--- config.mk ---
export PLATFORM = sky130hd
export DESIGN_NAME = select_issue_16
export DESIGN_NICKNAME = d
export VERILOG_FILES = /design/src/rtl/select_issue_16.sv
export SDC_FILE = /design/constraint.sdc
export NUM_CORES = 1
export LEC_CHECK = 0
export ABC_CLOCK_PERIOD_IN_PS = 3150
export CAP_MARGIN = 0
export CORE_MARGIN = 2
export CORE_UTILIZATION = 35
export DETAILED_ROUTE_END_ITERATION = 12
export PLACE_DENSITY = 0.64
export RECOVER_POWER = 25
export REMOVE_ABC_BUFFERS = 1
export SLEW_MARGIN = 25
export SYNTH_ARGS = -nofsm -noshare
export SYNTH_HDL_FRONTEND = slang
export SYNTH_SLANG_ARGS = --single-unit
--- constraint.sdc ---
create_clock -name clk -period 3.15 [get_ports clk]
set_input_delay 0.7875 -clock clk [delete_from_list [all_inputs] [get_ports clk]]
set_output_delay 0.7875 -clock clk [all_outputs]
set_load 0.03 [all_outputs]
--- src/rtl/select_issue_16.sv ---
// select_issue_16: index-to-select issuer.
// Accepts 5-bit port indices into a small circular FIFO and presents the head
// as a one-hot 16-bit select vector. Index values 16..31 mean "no port" and
// are normalised to 16 on entry.
// Optional feature macro: SELECT_ISSUE_DROP_NULL_EN. When defined, null
// indices complete the handshake but are never stored.
//
// Handshake: a beat transfers on a rising edge when valid && ready are both
// high. Valid never waits on ready. The producer holds in_valid/in_idx until
// it sees in_ready. The consumer may raise out_ready at any time. All outputs
// come from registers only, so in_ready and out_valid never depend
// combinationally on in_valid or out_ready.
module select_issue_16 #(
  parameter int DEPTH = 4,
  parameter int CW    = $clog2(DEPTH) + 1
) (
  input  logic          clk,
  input  logic          rst_n,
  input  logic          in_valid,
  input  logic [4:0]    in_idx,
  output logic          in_ready,
  output logic          out_valid,
  input  logic          out_ready,
  output logic [15:0]   select,
  output logic [4:0]    out_idx,
  output logic [CW-1:0] count
);

  localparam int AW = $clog2(DEPTH);
  localparam logic [4:0] NULL_IDX = 5'd16;

  logic [4:0]    mem [DEPTH];
  logic [AW-1:0] wr_ptr;
  logic [AW-1:0] rd_ptr;
  logic [4:0]    norm_idx;
  logic [4:0]    head;
  logic          accept;
  logic          push;
  logic          pop;

  // Normalise the incoming index and decide whether an accepted beat is stored
  always_comb begin
    norm_idx = in_idx[4] ? NULL_IDX : in_idx;
    accept   = in_valid && in_ready;
`ifdef SELECT_ISSUE_DROP_NULL_EN
    // Null beats are consumed from the producer but never occupy a slot
    push     = accept && !in_idx[4];
`else
    // Null beats are stored and later issued as a bubble slot
    push     = accept;
`endif
    pop      = out_valid && out_ready;
  end

  // Status and head presentation, all derived from registered state
  always_comb begin
    in_ready  = (count < CW'(DEPTH));
    out_valid = (count != '0);
    head      = mem[rd_ptr];
    out_idx   = out_valid ? head : NULL_IDX;
    select    = '0;
    if (out_valid && !head[4]) begin
      select = 16'b1 << head[3:0];
    end
  end

  // Pointer and occupancy registers; reset discards all entries at once
  always_ff @(posedge clk or negedge rst_n) begin
    if (!rst_n) begin
      wr_ptr <= '0;
      rd_ptr <= '0;
      count  <= '0;
    end else begin
      if (push) begin
        wr_ptr <= wr_ptr + AW'(1);
      end
      if (pop) begin
        rd_ptr <= rd_ptr + AW'(1);
      end
      case ({push, pop})
        2'b10:   count <= count + CW'(1);
        2'b01:   count <= count - CW'(1);
        default: count <= count;
      endcase
    end
  end

  // Storage array; contents are only meaningful below the occupancy count
  always_ff @(posedge clk) begin
    if (push) begin
      mem[wr_ptr] <= norm_idx;
    end
  end

endmodule

==> metrics.csv, run 1 <==
stage,metric,value,unit
yosys,synth_top_family_by_area,simple AND/OR/NAND/NOR gates,
yosys,syn-cell-area,1370,um2
final_layout,drive_above_1_share,0.264,
setup_path,cp.required,2360,ps
sta,final_max_slew_viol_count,0,
power_and_ir_drop,ir_drop,0.000387,V
yosys,postSynthCellCount,102,
setup_path,criticalPathCategory,register to output port,
clock_network,clk_pin_slew,90,ps
yosys,synth_compound_area_frac,0.00367,
yosys,yosysSeqAreaShare,0.568,
die,die-width,66.5,um
die,ios,35,
yosys,yosys.area_share.simple,0.203,
power_and_ir_drop,power.density,986,nW/um2
clock_network,tritoncts,yes,
clock_network,clock_latency,260,ps
sta,tightest_slew,365,ps
sta,finalHoldViolCount,0,
setup_path,crit_chain,"mux4_2, or4b_4, nor3b_2, buf_4",
sta,rsz0062_at_grt,yes,
status,status,finished clean,
setup_path,r2r_start,count[2],
grt,gr-total-overflow,0,
yosys,synth_xor_area_frac,0.0385,
die,fp.dieH,66.5,um
setup_path,cpPeakStageDelay,590,ps
setup_path,crit_fanout,7,
flow_run,maxCapViolations,0,
yosys,synth_fa_ha_area_frac,0.0605,
detailed_routing,ant_nets,0,
detailed_routing,first_pass_iters,4,
detailed_routing,drt_iter0_markers,23,
final_layout,area_growth,33.1,%
setup_path,crit_arrival,2280,ps
clock_network,h-tree-depth,1,
sta,finalClockSkew,2.61,ps
power_and_ir_drop,leakage,0.724,nW
setup_path,cpMaxStageDelayCell,mux4_2,
yosys,yosysWarnings,0,
final_layout,final_nets,160,
grt,grt_pass1_vias,879,
placed_design,hpwl,1.96,mm
yosys,synth_top_area_cell,edfxtp_1,
yosys,async_reset_ff_frac,0.259,
worst_hold_path,holdCritPathClass,register to register,
clock_network,ctsRootBufferMaster,clkbuf_8,
sta,slew_headroom,0.756,
grt,grt_pass1_wl,4.12,mm
grt,grt_max_degree,16,
power_and_ir_drop,p_total,1.79,mW
yosys,synth.avg_cell_area,13.4,um2
yosys,ys.flop_type,edfxtp_1,
grt,track_usage,0.122,
placed_design,gp_congestion,0.720,
yosys,yosysUniqueCellTypes,28,
clock_network,clock_path_buffers,2,
yosys,yosys-top-cells-area,"edfxtp_1 44%, dfrtp_1 13%, mux4_2 8.2%",
yosys,yosysTopAreaCellShare,0.440,
yosys,muxShareOfSynthArea,0.0898,
detailed_routing,via_count,879,
die,std_cell_rows,22,
setup_path,start_kind,register,
final_layout,n_antenna_cell,0,
clock_network,cts_sinks,27,
detailed_routing,route.detailed.drc,0,
grt,grt_antenna_before_repair,0,
detailed_routing,drt-vias-per-instance,4.58,
sta,fin_crit,3060,ps
setup_path,cp-startpoint,rd_ptr[0],
sta,clock.fmax,326,MHz
sta,holdWs,519,ps
setup_path,worstSetupEndpointType,output port,
clock_network,numCtsBuffers,3,
die,die_area,4420,um2
sta,setup-violations-final,0,
sta,period_share,0.973,
detailed_routing,drt-total-wl,2.39,mm
detailed_routing,avgRoutedWirePerCell,12.5,um
yosys,ys_ff_latch,27,
placed_design,io_buffers,34,
die,initial_core_util,0.367,
yosys,synth_edf_count,20,
die,coreArea,3720,um2
worst_hold_path,hp-start,count[0],
## power breakdown
part           internal, mW  leakage, nW  switching (mW)
clock network        0.0882       0.0255          0.0983
registers             0.473        0.265          0.0720
logic                 0.484        0.433           0.577
## cells in the mapped netlist, types with 2 or more instances
cell / count
xor2_1: 2
nand2_1: 3
or4b_1: 2
nor2_1: 13
clkbuf_1: 2
edfxtp_1: 20
nor3b_2: 2
and2_1: 8
dfrtp_1: 7
nor2b_1: 5
mux4_2: 5
nor3_1: 3
inv_1: 8
ha_1: 5
xnor2_1: 4
## final timing paths
check	end	slack, ps	cells after the start
worst max-delay path	select[9]	90	4
worst min-delay path	count[0]	520	1
worst max register to register	count[2]	1030	10
worst min register to register	count[0]	520	1
max in group asynchronous	rd_ptr[0]	2000	1
min in group asynchronous	count[1]	860	1
## flip-flops by register name (all words and copies together), names as in the netlist
register and count:
wr_ptr 2, rd_ptr 2, mem 20, count 3
## stage by stage
stage	instance area (um2)	worst slack [ps]	util	std cells	TNS, ps
global route	1820	-39.9	0.489	192	-70.0
detailed placement	1730	155	0.467	184	0
CTS	1780	40.7	0.479	188	0
floorplan	1350	2.99	-	99	0
finish	1820	86.4	0.489	192	0
global placement	1730	181	0.467	184	0
## critical path, delay by kind of cell, from the launching register on
family	cells	cell delay, ps
mux	1	590
simple gates	2	760
buf+inv	1	180
flops	1	480
## metal layers
metal,routed length [um],GRT usage,up-vias
met5,0,0,-
met4,19,0.0383,0
met1,1030,0.150,415
met3,117,0.0169,2
met2,1220,0.220,26
li1,-,-,436
## placed cells by master (no fill, tap or decap), drive strengths merged
master | netlist | routed
or4b | 3 | 3
xor2 | 2 | 2
mux4 | 5 | 5
inv | 8 | 8
dlygate4sd3 | 0 | 4
clkinv | 0 | 1
or2 | 1 | 1
nand2 | 3 | 3
and2 | 9 | 9
nor2b | 5 | 5
or2b | 1 | 1
buf | 1 | 20
mux2i | 1 | 1
fa | 1 | 1
xnor2 | 4 | 4
nor3 | 3 | 3
nor3b | 2 | 2
clkdlybuf4s50 | 0 | 13
nand4bb | 1 | 1
dlygate4sd2 | 0 | 2
nand2b | 1 | 1
dfrtp | 7 | 7
nor2 | 13 | 13
o21ai | 1 | 1
or4 | 2 | 2
clkbuf | 2 | 4
edfxtp | 20 | 20
ha | 5 | 5
nand3 | 1 | 1
dlymetal6s2s | 0 | 1
## logic make-up (layout without fill, tap and decap cells)
kind of cell | after synthesis | in the layout
DFF | 27 | 27
AOI/OAI and AO/OA | 1 | 1
muxes | 6 | 6
adders and majority gates | 6 | 6
xor gates and xnor gates | 6 | 6
and+or+nand+nor | 45 | 45
buffers and inverters | 11 | 53
## layout make-up
cell class,count,area (um2)
inverters,8,30.0
clock inverters,1,5.00
clock buffers,3,41.3
flip-flops and latches,27,777
multi-input cells,64,549
fillers,333,1900
repair buffers,41,354
well taps,48,60.1
## what timing repair did
item,CTS,global route
hold buffers,0,0
endpoints found under the setup margin,11,9
gates resized for setup,3,3
hold endpoints to repair,0,0
buffers inserted,0,4
pin swaps,0,1
No activity file was read; power rests on OpenSTA's default activity.
==> inputs of run 2 (changes only) <==
==> constraint.sdc (replaced) <==
create_clock -name clk -period 3.15 [get_ports clk]
set_input_delay 0.63 -clock clk [delete_from_list [all_inputs] [get_ports clk]]
set_output_delay 0.63 -clock clk [all_outputs]
set_load 0.03 [all_outputs]
==> run 2 against run 1 <==
Compared with the run above: routed wire length is 3.3% higher; maximum frequency is 0.93% higher; sequential power hardly changed; die area stayed put; combinational power hardly changed; critical path depth stayed put.
==> metrics.csv, run 2 (synthesized netlist as in run 1, its figures left out) <==
stage,metric,value,unit,change
clock_network,ctsResizeCount,10,,+7
setup_path,cp-startpoint,rd_ptr[0],,
die,initial_core_util,0.367,,unchanged
worst_hold_path,holdCritPathClass,register to register,,
final_layout,final_common_cell,edfxtp_1,,
grt,grt_pass1_wl,4.20,mm,+1.8%
die,ios,35,,unchanged
final_layout,layout_common_cells,"20 x edfxtp_1, 16 x clkdlybuf4s50_1, 13 x nor2_1",,
clock_network,clock_latency,270,ps,about the same
setup_path,worstSetupEndpointType,output port,,
setup_path,cpPeakStageDelay,590,ps,about the same
detailed_routing,maxUsedRoutingLayer,met4,,
clock_network,holdBufCountCts,0,,unchanged
final_layout,final_nets,159,,-0.63%
die,std_cell_rows,22,,unchanged
placed_design,hpwl,2.03,mm,+3.5%
power_and_ir_drop,internal-power,1.03,mW,-1.6%
sta,slew_headroom,0.721,,-0.0354
clock_network,clock_path_buffers,2,,unchanged
final_layout,largest_reg_flops,20,,unchanged
power_and_ir_drop,sequentialPowerShare,0.308,,+0.004
placed_design,gp_congestion,0.720,,about the same
sta,tns,0,ps,unchanged
sta,setup-violations-final,0,,unchanged
clock_network,h-tree-depth,1,,unchanged
setup_path,crit_chain,"mux4_2, or4b_1, nor2_1, dlygate4sd2_1",,
status,status,finished clean,,
detailed_routing,avgRoutedWirePerCell,12.9,um,+3.8%
clock_network,post_cts_buffers,0,,unchanged
detailed_routing,route.detailed.drc,0,,unchanged
final_layout,n_fill_cell,336,,+0.90%
final_layout,drive_above_1_share,0.203,,-0.0611
final_layout,n_antenna_cell,0,,unchanged
grt,grt_pass1_vias,883,,+0.46%
power_and_ir_drop,combPwrFrac,0.583,,-0.009
power_and_ir_drop,p_total,1.78,mW,-0.82%
sta,tightest_slew,417,ps,+52.1 ps
clock_network,cts_sinks,27,,unchanged
detailed_routing,route.met3.wl,132,um,+13%
final_layout,area_growth,32.9,%,
grt,track_usage,0.126,,+0.00420
die,die_area,4420,um2,unchanged
die,coreArea,3720,um2,unchanged
sta,worst_slack,114,ps,+28.1 ps
sta,period_share,0.964,,-0.00892
sta,clock.fmax,329,MHz,+0.93%
flow_run,maxCapViolations,0,,unchanged
final_layout,largestRegisters,"mem x20, count x3",,
final_layout,utilization,0.488,,-0.000674
detailed_routing,ant_nets,0,,unchanged
setup_path,criticalPathCategory,register to output port,,
clock_network,tritoncts,yes,,
power_and_ir_drop,ir_drop,0.000276,V,-29%
die,fp.dieH,66.5,um,unchanged
placed_design,pre_cts_slack,14.8,ps,-140 ps
sta,finalClockSkew,1.59,ps,-1.02 ps
sta,finalHoldViolCount,0,,unchanged
power_and_ir_drop,swShare,0.422,,+0.00478
sta,rsz0062_at_grt,no,,
detailed_routing,via_count,874,,-0.57%
placed_design,dp_cells,187,,+1.6%
sta,final_max_slew_viol_count,0,,unchanged
setup_path,crit_fanout,7,,unchanged
setup_path,r2r_start,count[2],,
clock_network,numCtsBuffers,3,,unchanged
clock_network,ctsRootBufferMaster,clkbuf_8,,
setup_path,cp.required,2520,ps,+160 ps
detailed_routing,drt_iter0_markers,19,,-17%
grt,gr-total-overflow,0,,unchanged
clock_network,clk_pin_slew,90,ps,about the same
final_layout,final_cells,191,,-0.52%
setup_path,crit_arrival,2410,ps,+130 ps
grt,grt_max_degree,17,,+1
worst_hold_path,hp-start,count[0],,
placed_design,io_buffers,34,,unchanged
power_and_ir_drop,p_clk_frac,0.109,,+0.005
detailed_routing,first_pass_iters,3,,-1
setup_path,start_kind,register,,
final_layout,top_register,mem,,
detailed_routing,wl_met2,1.25,mm,+2.6%
die,die-width,66.5,um,unchanged
detailed_routing,drt-total-wl,2.47,mm,+3.3%
grt,grt_antenna_before_repair,0,,unchanged
sta,fin_crit,3040,ps,-28.1 ps
detailed_routing,wl_met1,1.04,mm,+0.97%
power_and_ir_drop,switchingPower,749,uW,+0.32%
detailed_routing,drt-vias-per-instance,4.58,,about the same
power_and_ir_drop,leakage,0.712,nW,-1.6%
setup_path,cpMaxStageDelayCell,mux4_2,,
power_and_ir_drop,power.density,980,nW/um2,-0.68%
## run 2: path summary, 6_finish.rpt
check / end / slack (ps) / depth (start not counted)
worst max-delay path: select[6] / 110 / 4
worst min-delay path: count[0] / 540 / 1
worst max register to register: count[2] / 970 / 9
worst min register to register: count[0] / 540 / 1
max in group asynchronous: rd_ptr[0] / 2190 / 1
min in group asynchronous: count[0] / 690 / 1
## run 2: routing by layer
metal | GRT usage | vias to the layer above
met5 | 0 | -
met4 | 0.0536 | 0
met3 | 0.0169 | 4
met2 | 0.211 | 28
met1 | 0.164 | 406
li1 | - | 436
## run 2: per-stage QoR
step | hold slack [ps] | cell area [um2]
floorplan | 334 | 1350
global placement | 505 | 1780
detailed placement | 515 | 1780
CTS | 527 | 1820
global route | 569 | 1810
finish | 538 | 1810
## run 2: cell type report
| class | count | area [um2] | area share |
|---|---|---|---|
| multi-input combinational | 64 | 546 | 0.301 |
| clock buffer | 3 | 41.3 | 0.0228 |
| inverter | 8 | 30.0 | 0.0166 |
| sequential | 27 | 777 | 0.428 |
| clock inverter | 1 | 7.51 | 0.00414 |
| tap | 48 | 60.1 | 0.0331 |
| timing repair buffer | 40 | 353 | 0.194 |
## run 2: power groups by stage
stage	logic (mW)	registers, mW	clock network, mW
detailed placement	1.07	0.554	0
CTS	1.05	0.547	0.199
floorplan	0.649	0.578	0
global placement	1.05	0.547	0
global route	1.14	0.565	0.213
finish	1.04	0.548	0.193
## run 2: worst max-delay path, delay by kind of cell (launching register included)
| kind | cells | cell delay (ps) |
|---|---|---|
| flops | 1 | 470 |
| mux | 1 | 590 |
| buf+inv | 1 | 400 |
| simple gates | 2 | 670 |
==> patch (flow settings as in run 2) <==
Register the output `count` once more, cleared by the reset; this adds one clock of latency there. The other outputs are not delayed to match.
--- a/src/rtl/select_issue_16.sv
+++ b/src/rtl/select_issue_16.sv
@@ -30,4 +30,6 @@
   localparam logic [4:0] NULL_IDX = 5'd16;
 
+  logic [CW-1:0] count_s0;
+
   logic [4:0]    mem [DEPTH];
   logic [AW-1:0] wr_ptr;
@@ -55,6 +57,6 @@
   // Status and head presentation, all derived from registered state
   always_comb begin
-    in_ready  = (count < CW'(DEPTH));
-    out_valid = (count != '0);
+    in_ready  = (count_s0 < CW'(DEPTH));
+    out_valid = (count_s0 != '0);
     head      = mem[rd_ptr];
     out_idx   = out_valid ? head : NULL_IDX;
@@ -70,5 +72,5 @@
       wr_ptr <= '0;
       rd_ptr <= '0;
-      count  <= '0;
+      count_s0 <= '0;
     end else begin
       if (push) begin
@@ -79,7 +81,7 @@
       end
       case ({push, pop})
-        2'b10:   count <= count + CW'(1);
-        2'b01:   count <= count - CW'(1);
-        default: count <= count;
+        2'b10:   count_s0 <= count_s0 + CW'(1);
+        2'b01:   count_s0 <= count_s0 - CW'(1);
+        default: count_s0 <= count_s0;
       endcase
     end
@@ -93,4 +95,12 @@
   end
 
+  always_ff @(posedge clk or negedge rst_n) begin
+    if (!rst_n) begin
+      count <= '0;
+    end else begin
+      count <= count_s0;
+    end
+  end
+
 endmodule
 
Formal check against the unedited RTL: not equivalent (a bounded check fails within 4 cycles, from zero or initial values and one cycle with rst_n low).
==> patch against run 2 <==
Synthesized cell count is 2.9% higher; count of clock-buffer cells in the layout is 3 higher; area after synthesis is 5.5% higher; sequential cell count is 3 higher; total power is 7.8% higher; sequential share of layout area is 1.7 points higher; critical path depth stayed put; setup slack better by 11 ps; cell area is 5.4% higher; final cell count is 4.2% higher; maximum frequency is 0.37% higher; wire length is 1.5% higher; critical path type unchanged.
==> patch: results (changes against run 2) <==
stage;metric;value;unit;change
cells_and_area;drive_gt1_share;20.1;%;was 20.3%
routing;avgRoutedWirePerCell;12.6;um;was 12.9 um
cells_and_area;multi_input_area_share;28.3;%;was 30.1%
global_routing;gr-usage-met3;3.45;%;was 1.69%
cells_and_area;n_all_buffers;39;;was 40
cells_and_area;design_area;0.00191;sq mm;was 0.00181 sq mm
global_routing;grtUsageTotal;13.1;%;was 12.6%
yosys;synthArstFlopShare;33.3;%;was 25.9%
cts;cts_buffers;5;;was 3
cells_and_area;largest_registers;mem x20, count x3, count_s0 x3;;was mem x20, count x3
pwr;cellLeakagePower;0.750;nW;was 0.712 nW
routing;first_iter_violations;23;;was 19
yosys;yosys_register_bits;30;;was 27
yosys;synth_top_area_share;41.7;%;was 44.0%
place;gp_congestion;0.654;;was 0.720
timing;period_minus_slack;3020;ps;was 3040 ps
timing;skew;7.49;ps;was 1.59 ps
cells_and_area;seq_share;44.5;%;was 42.8%
run_status;status;completed;;unchanged
cells_and_area;clock_area_share;4.25;%;was 2.69%
pwr;ir_drop;340;uV;was 276 uV
cts;cts.htree.levels;2;;was 1
global_routing;grt_pass1_wl;4330;um;was 4200 um
yosys;synthTopCellsByArea;edfxtp_1, dfrtp_1, mux4_2;;unchanged
cts;clk_pin_slew;60;ps;was 90 ps
critical_path;r2r_start;count_s0[2]$_DFFE_PN0P_;;was count[2]$_DFFE_PN0P_
yosys;seq_area_frac_synth;59.1;%;was 56.8%
routing;first_pass_iters;4;;was 3
critical_path;arrival;2390;ps;was 2410 ps
global_routing;met1_usage;15.8;%;was 16.4%
cells_and_area;clkbuf_count;6;;was 3
yosys;yosysWarnings;0;;unchanged
global_routing;use_met2;20.5;%;was 21.1%
place;hpwl;2030;um;about the same
cells_and_area;nets;163;;was 159
place;dp_worst_setup_slack;-4.36;ps;was 14.8 ps
global_routing;grt_max_degree;11;;was 17
min_path;worstHoldStart;count_s0[1]$_DFFE_PN0P_;;was count[0]$_DFFE_PN0P_
place;placed_area;0.00184;sq mm;was 0.00178 sq mm
routing;vias;898;;was 874
timing;holdWs;401;ps;was 538 ps
pwr;p_sw;0.000773;W;was 0.000749 W
yosys;synth_common_cells;edfxtp_1, nor2_1, dfrtp_1;;was edfxtp_1, nor2_1, and2_1, inv_1, dfrtp_1
cells_and_area;fillers;369;;was 336
timing;worst_pin_slew;472;ps;was 417 ps
-- patch: cell count changes after synthesis --
cell / delta
dfrtp_1: +3
-- patch: what timing repair did --
action / 4_1_cts / 5_1_grt
resized for setup: 8 / 4
hold buffers: 0 / 0
endpoints found under the setup margin: 8 / 3
pin swaps: 0 / 0
-- patch: power by group through the flow --
stage	Combinational [W]	Clock (W)	Sequential [W]
after global routing	0.00114	0.000311	0.000625
after detailed placement	0.00106	0	0.000619
after floorplan	0.000649	0	0.000640
after CTS	0.00105	0.000289	0.000612
after global placement	0.00103	0	0.000612
final	0.00103	0.000277	0.000611
-- patch: per-layer routing --
layer  wire, um  share of wire (%)
met1       1060                 42
met2       1220                 49
met3        175                7.0
met4         51                2.0
met5          0                  0
-- patch: per-stage QoR --
stage / total power, W / TNS (ps) / cells
2_1_floorplan: 0.00129 / 0 / 102
3_3_place_gp: 0.00164 / 0 / 191
3_5_place_dp: 0.00168 / -4.36 / 191
4_1_cts: 0.00195 / 0 / 199
5_1_grt: 0.00207 / 0 / 199
6_report: 0.00192 / 0 / 199
-- patch: kinds of logic (layout without fill, tap and decap cells) --
kind of cell               Yosys count  in the layout  share of synthesized area [%]
AOI/OAI and AO/OA                    1              1                          0.347
buffers and inverters               11             55                           3.39
DFF                                 30             30                           59.1
xor gates and xnor gates             6              6                           3.65
and+or+nand+nor                     45             45                           19.3
muxes                                6              6                           8.51
adders and majority gates            6              6                           5.73
-- patch: path summary, 6_finish.rpt --
path / end / depth (start not counted)
max reg2reg: count_s0[1]$_DFFE_PN0P_ / 8
min in group asynchronous: count[2]$_DFF_PN0_ / 1
min: count[1]$_DFF_PN0_ / 0
max: select[13] / 4
max in group asynchronous: rd_ptr[0]$_DFFE_PN0P_ / 1
min reg2reg: count[1]$_DFF_PN0_ / 0
